--- src/rtl/elevator_pkg.sv ---
// Shared types and constants for the three-car hall-call dispatcher.
package elevator_pkg;

  localparam int unsigned NFLOORS = 10;
  localparam int unsigned FLOOR_W = 4;
  localparam int unsigned NCARS   = 3;

  localparam int unsigned CAR_A = 0;
  localparam int unsigned CAR_B = 1;
  localparam int unsigned CAR_C = 2;

  typedef enum logic [1:0] {
    IDLE = 2'd0,
    MOVE = 2'd1,
    DOOR = 2'd2
  } carState_t;

  // Operands are always below NFLOORS, so the difference never wraps.
  function automatic logic [FLOOR_W-1:0] absDiff(input logic [FLOOR_W-1:0] a,
                                                 input logic [FLOOR_W-1:0] b);
    return (a > b) ? (a - b) : (b - a);
  endfunction

endpackage

--- src/rtl/elevator_dispatcher_if.sv ---
// Hall-call and per-car objective signals between the bank and the dispatcher.
interface elevator_dispatcher_if;
  import elevator_pkg::*;

  logic [NFLOORS-1:0] hall_req;
  logic [FLOOR_W-1:0] posA;
  logic [FLOOR_W-1:0] posB;
  logic [FLOOR_W-1:0] posC;
  logic [FLOOR_W-1:0] objA;
  logic [FLOOR_W-1:0] objB;
  logic [FLOOR_W-1:0] objC;
  logic [2:0]         door_open;
  logic [2:0]         busy;
  logic [NFLOORS-1:0] pending;

  modport master (
    output hall_req, posA, posB, posC,
    input  objA, objB, objC, door_open, busy, pending
  );

  modport slave (
    input  hall_req, posA, posB, posC,
    output objA, objB, objC, door_open, busy, pending
  );

endinterface

--- src/rtl/car_sequencer.sv ---
// One car: IDLE -> MOVE -> DOOR -> IDLE, with objective register and door timer.
module car_sequencer
  import elevator_pkg::*;
#(
  parameter int unsigned DOOR_CYCLES = 8
) (
  input  logic               clk,
  input  logic               rst,
  input  logic               assignEn,
  input  logic [FLOOR_W-1:0] assignFloor,
  input  logic [FLOOR_W-1:0] pos,
  output carState_t          state,
  output logic [FLOOR_W-1:0] obj,
  output logic               busy,
  output logic               doorOpen
);

  localparam int unsigned TIMER_W = 8;

  logic [TIMER_W-1:0] doorTimer;

  // busy/doorOpen are updated alongside state so they always match it.
  always_ff @(posedge clk) begin
    if (rst) begin
      state     <= IDLE;
      obj       <= '0;
      doorTimer <= '0;
      busy      <= 1'b0;
      doorOpen  <= 1'b0;
    end else begin
      case (state)
        IDLE: begin
          if (assignEn) begin
            state <= MOVE;
            obj   <= assignFloor;
            busy  <= 1'b1;
          end
        end
        MOVE: begin
          if (pos == obj) begin
            state     <= DOOR;
            doorTimer <= TIMER_W'(DOOR_CYCLES - 1);
            doorOpen  <= 1'b1;
          end
        end
        DOOR: begin
          if (doorTimer == '0) begin
            state    <= IDLE;
            doorOpen <= 1'b0;
            busy     <= 1'b0;
          end else begin
            doorTimer <= doorTimer - TIMER_W'(1);
          end
        end
        default: begin
          state    <= IDLE;
          doorOpen <= 1'b0;
          busy     <= 1'b0;
        end
      endcase
    end
  end

endmodule

--- src/rtl/elevator_dispatcher.sv ---
// Latches hall calls and hands the lowest pending floor to the nearest idle car.
module elevator_dispatcher
  import elevator_pkg::*;
#(
  parameter int unsigned DOOR_CYCLES = 8
) (
  input logic                 clk,
  input logic                 rst,
  elevator_dispatcher_if.slave bus
);

  logic [FLOOR_W-1:0] carPos   [NCARS];
  logic [FLOOR_W-1:0] carObj   [NCARS];
  logic [FLOOR_W-1:0] carDist  [NCARS];
  logic [NFLOORS-1:0] carAbsorb[NCARS];
  carState_t          carState [NCARS];
  logic [NCARS-1:0]   carBusy;
  logic [NCARS-1:0]   carDoor;
  logic [NCARS-1:0]   carIdle;
  logic [NCARS-1:0]   assignEn;

  logic [NFLOORS-1:0] pendingQ;
  logic [NFLOORS-1:0] absorbed;
  logic [NFLOORS-1:0] reqOneHot;
  logic [NFLOORS-1:0] assignedBit;
  logic [FLOOR_W-1:0] reqFloor;
  logic               reqValid;
  logic               selA, selB, selC;

  assign carPos[CAR_A] = bus.posA;
  assign carPos[CAR_B] = bus.posB;
  assign carPos[CAR_C] = bus.posC;

  for (genvar i = 0; i < NCARS; i++) begin : gCar
    car_sequencer #(.DOOR_CYCLES(DOOR_CYCLES)) uCar (
      .clk         (clk),
      .rst         (rst),
      .assignEn    (assignEn[i]),
      .assignFloor (reqFloor),
      .pos         (carPos[i]),
      .state       (carState[i]),
      .obj         (carObj[i]),
      .busy        (carBusy[i]),
      .doorOpen    (carDoor[i])
    );

    // A call at a moving car's target or an open-door floor is already served.
    assign carAbsorb[i] = (carState[i] == MOVE) ? (NFLOORS'(1) << carObj[i]) :
                          (carState[i] == DOOR) ? (NFLOORS'(1) << carPos[i]) :
                                                  '0;
    assign carIdle[i]   = (carState[i] == IDLE);
    assign carDist[i]   = absDiff(carPos[i], reqFloor);
  end

  assign absorbed  = carAbsorb[CAR_A] | carAbsorb[CAR_B] | carAbsorb[CAR_C];
  assign reqValid  = |pendingQ;
  assign reqOneHot = pendingQ & (~pendingQ + NFLOORS'(1));

  // Lowest-index pending floor.
  always_comb begin
    reqFloor = '0;
    for (int f = NFLOORS - 1; f >= 0; f--) begin
      if (pendingQ[f]) reqFloor = FLOOR_W'(f);
    end
  end

  // Nearest idle car; ties go to the lower-lettered car.
  assign selA = carIdle[CAR_A]
              && (!carIdle[CAR_B] || carDist[CAR_A] <= carDist[CAR_B])
              && (!carIdle[CAR_C] || carDist[CAR_A] <= carDist[CAR_C]);
  assign selB = carIdle[CAR_B] && !selA
              && (!carIdle[CAR_C] || carDist[CAR_B] <= carDist[CAR_C]);
  assign selC = carIdle[CAR_C] && !selA && !selB;

  assign assignEn    = {selC, selB, selA} & {NCARS{reqValid}};
  assign assignedBit = (|assignEn) ? reqOneHot : '0;

  always_ff @(posedge clk) begin
    if (rst) pendingQ <= '0;
    else     pendingQ <= (pendingQ | bus.hall_req) & ~absorbed & ~assignedBit;
  end

  assign bus.objA      = carObj[CAR_A];
  assign bus.objB      = carObj[CAR_B];
  assign bus.objC      = carObj[CAR_C];
  assign bus.busy      = carBusy;
  assign bus.door_open = carDoor;
  assign bus.pending   = pendingQ;

endmodule

--- src/flat_wrapper.sv ---
// flat-port wrapper written by rule: the top's interface ports become plain ports
module elevator_dispatcher_flat import elevator_pkg::*;
#(
  parameter int unsigned DOOR_CYCLES = 8
)
  (clk, rst, bus_hall_req, bus_posA, bus_posB, bus_posC, bus_objA, bus_objB, bus_objC, bus_door_open, bus_busy, bus_pending);
  elevator_dispatcher_if bus_i ();
  input logic clk;
  input logic rst;
  input wire logic [$bits(bus_i.hall_req)-1:0] bus_hall_req;
  input wire logic [$bits(bus_i.posA)-1:0] bus_posA;
  input wire logic [$bits(bus_i.posB)-1:0] bus_posB;
  input wire logic [$bits(bus_i.posC)-1:0] bus_posC;
  output wire logic [$bits(bus_i.objA)-1:0] bus_objA;
  output wire logic [$bits(bus_i.objB)-1:0] bus_objB;
  output wire logic [$bits(bus_i.objC)-1:0] bus_objC;
  output wire logic [$bits(bus_i.door_open)-1:0] bus_door_open;
  output wire logic [$bits(bus_i.busy)-1:0] bus_busy;
  output wire logic [$bits(bus_i.pending)-1:0] bus_pending;
  assign bus_i.hall_req = bus_hall_req;
  assign bus_i.posA = bus_posA;
  assign bus_i.posB = bus_posB;
  assign bus_i.posC = bus_posC;
  assign bus_objA = bus_i.objA;
  assign bus_objB = bus_i.objB;
  assign bus_objC = bus_i.objC;
  assign bus_door_open = bus_i.door_open;
  assign bus_busy = bus_i.busy;
  assign bus_pending = bus_i.pending;
  elevator_dispatcher #(.DOOR_CYCLES(DOOR_CYCLES)) u_core (.clk(clk), .rst(rst), .bus(bus_i));
endmodule
--- config.mk ---
export PLATFORM = sky130hd
export DESIGN_NAME = elevator_dispatcher_flat
export DESIGN_NICKNAME = d
export VERILOG_FILES = /design/src/rtl/elevator_pkg.sv /design/src/rtl/elevator_dispatcher_if.sv /design/src/rtl/car_sequencer.sv /design/src/rtl/elevator_dispatcher.sv /design/src/flat_wrapper.sv
export SDC_FILE = /design/constraint.sdc
export NUM_CORES = 1
export LEC_CHECK = 0
export ABC_AREA = 1
export CORE_MARGIN = 10
export CORE_UTILIZATION = 51
export DETAILED_ROUTE_END_ITERATION = 6
export PLACE_DENSITY = 0.77
export SLEW_MARGIN = 15
export SYNTH_ARGS = -nofsm -noshare
export SYNTH_HDL_FRONTEND = slang
export SYNTH_SLANG_ARGS = --single-unit
--- constraint.sdc ---
create_clock -name clk -period 6.3 [get_ports clk]
set_clock_uncertainty 0.2 [all_clocks]
set_input_delay 0.945 -clock clk [delete_from_list [all_inputs] [get_ports clk]]
set_output_delay 0.945 -clock clk [all_outputs]
set_load 0.03 [all_outputs]
==> run summary <==
CP startpoint kind = primary input
Cell Area, Synth = 4620 µm²
Ant diodes = 0
Most used cell, CP = nand2_1
Largest net degree at the start of global routing = 26
Yosys Warn Count = 0
Max frequency = 0.198 GHz
DRC = 0
Final period util = 80.2%
Die Height = 115 µm
Slew @ Worst Pin = 0.964 ns
Critical Path End Type = flop
Syn Nets = 737
EDFF count, synth = 0
Worst-path clk slew = 0.08 ns
Worst-Skew Late Latency = 0.34 ns
Post-DR wirelength/cell = 16.8 µm
Antenna violations before repair = 0
DP Wirelength = 11.1 mm
Area share of the largest cell type after synthesis = 25.1%
RSZ-0062 raised after global routing = no
Cell count after synthesis = 672
Core area = 8760 µm²
Area leader, netlist = dfxtp_1
Avg Inst Size Synth = 6.87 µm²
Final hold vios = 0
FP Rows = 34
Area Overhead vs Synth = 16.8%
Run status = complete, no violations
Hold crit path type = reg -> reg
Max cap viols = 0
Critical Path, Cell by Cell = clkdlybuf4s50_1, inv_2, ha_1, inv_1, fa_1, nand2_1, a21oi_1, o21ai_0, nand3_1, o21ai_0, xor2_1, inv_1, ha_1, nand2_1, a21oi_1, o211ai_1, a31oi_2, nand3_4, nand2_1, inv_2, nand2_8, a21oi_2
Max-slew violations = 0
Final Cell Area = 5400 µm²
CP max-delay cell = clkdlybuf4s50_1
CP arrival = 5.09 ns
CP max FO = 10
TritonCTS clock tree = built
Netlist cell types = 46
Die area = 13,300 µm²
Critical path class = in -> reg
Number of synthesized register bits = 58
GRT Residual Overflow = 0
Layout cells sized above 1 = 8.56%
Place WS = 0.943 ns
R2R setup slack = 1.31 ns
Crit path largest cell delay = 0.61 ns
Post-CTS sizing = 0
Root Buffer = clkbuf_8
Data required, critical path = 6.34 ns
Via count = 4,716
Nets = 784
CTS Hold Bufs = 0
ANT nets after route = 0
Router iterations before antenna repair = 5
Count of final setup violators = 0
Slew HR = 35.5%
Clk buf depth = 2
Post-synthesis sequential area ratio = 25.1%
Routability cong. = 0.944
H-Tree Depth = 3
Num ports = 52
Number of port buffers = 51
GRT Resource Usage Total = 21.1%
Post-layout min period = 5.05 ns
Final wirelength = 14.0 mm
Ys flop type = dfxtp_1
DR vias/cell = 5.67
Sink Count = 58
Chip Width = 115 µm
CTS Buf Count = 9
1st-iter DRT viols = 325
Synth top area cells = dfxtp_1, ha_1, nand2_1
First-pass GRT wire length = 22.7 mm
Async set or reset register ratio after synthesis = 0%
# Post-CTS Setup Buffers = 0
Placed Area = 5190 µm²
Starting Density = 52.7%
Setup TNS = 0 ns
Worst Slack Setup Final = 1.25 ns
Vias in the first global route = 4,711
==> path summary, 6_finish.rpt <==
check	to	depth (start not counted)	from
min	u_core.gCar[0].uCar.doorTimer[4]	1	u_core.gCar[0].uCar.doorTimer[4]
max reg2reg	u_core.bus.pending[2]	26	u_core.bus.pending[7]
min reg2reg	u_core.gCar[0].uCar.doorTimer[4]	1	u_core.gCar[0].uCar.doorTimer[4]
max	u_core.bus.pending[2]	22	bus_posC[0]
==> flip-flops by register name, summed over array words and instances, names as in the netlist <==
register / count
u_core.gCar.uCar.doorOpen: 3
u_core.gCar.uCar.state: 6
u_core.gCar.uCar.busy: 3
u_core.gCar.uCar.obj: 12
u_core.gCar.uCar.doorTimer: 24
u_core.bus.pending: 10
==> area by class of cell <==
cell class,instances,area (µm²)
Sequential cell,58,1160
Clock buffer,10,138
Timing Repair Buffer,54,533
Tap cell,108,135
Inverter,104,390
Multi-Input combinational cell,492,2970
Clock inverter,6,66.3
Fill cell,818,3370
==> cell usage in the layout (no fill, tap or decap), types with 5 or more instances in the layout <==
cell type	instances
a21oi_1	48
a21oi_2	11
a31oi_1	8
clkbuf_8	10
clkdlybuf4s50_1	51
dfxtp_1	58
fa_1	6
ha_1	35
inv_1	98
inv_2	6
nand2_1	100
nand2_2	9
nand3_1	36
nand4_1	22
nor2_1	85
nor3_1	26
nor4_1	5
o211ai_1	8
o21ai_0	28
xnor2_1	9
xor2_1	12
==> per-stage QoR <==
stage | cells | utilization (%) | hold slack (ns)
3_3_place_gp | 816 | 59.2 | 0.239
3_5_place_dp | 816 | 59.2 | 0.263
6_report | 832 | 61.6 | 0.275
2_1_floorplan | 672 | - | 0.228
4_1_cts | 832 | 61.6 | 0.273
5_1_grt | 832 | 61.6 | 0.302
==> kinds of logic after synthesis <==
logic type,after synthesis,share of synthesized area [%]
AND/OR/NAND/NOR,306,31.8
flip-flops,58,25.1
AO/OA/AOI/OAI,121,15.8
XOR/XNOR,21,3.98
buffers and inverters,122,10.5
adder cells (fa/ha/maj),41,12.1
multiplexers,3,0.677
==> worst max-delay path: cells and delay by family <==
| kind | cells | cell delay, ns |
|---|---|---|
| buffers and inverters | 5 | 1.09 |
| AND/OR/NAND/NOR | 6 | 0.66 |
| XOR/XNOR | 1 | 0.17 |
| AO/OA/AOI/OAI | 7 | 1.34 |
| adder cells (fa/ha/maj) | 3 | 0.88 |
==> cell usage after synthesis (2+ instances only) <==
cell,instances
a31oi_1,8
nand2_4,4
nor2_4,2
a221oi_1,2
inv_2,6
a22oi_1,2
mux2i_1,2
a211oi_1,3
a21oi_1,48
clkbuf_1,7
a21oi_2,11
buf_4,6
or2_1,3
o21ai_0,28
xnor2_1,9
nand3_1,36
nand3_2,2
a311oi_1,2
nor3_2,2
xor2_1,12
nand4_1,22
nor3b_1,3
nand2_2,9
o21bai_1,3
nand3b_1,2
buf_2,5
o211ai_1,8
nor3_1,26
nand3_4,2
inv_1,98
nor2_1,85
fa_1,6
dfxtp_1,58
nor4_1,5
nand2_1,100
ha_1,35
==> per-layer routing <==
metal	GRT usage (%)	vias to the layer above	share of wire (%)	wire length [µm]
met5	0	-	0	0
met4	6.11	0	2.3	324
met3	7.08	28	8.2	1150
met2	35.1	149	46	6420
met1	25.2	2202	44	6130
li1	-	2337	-	-
Power is not shown: default switching activity piles up to over one toggle a cycle in this logic, so the estimate is an artifact.
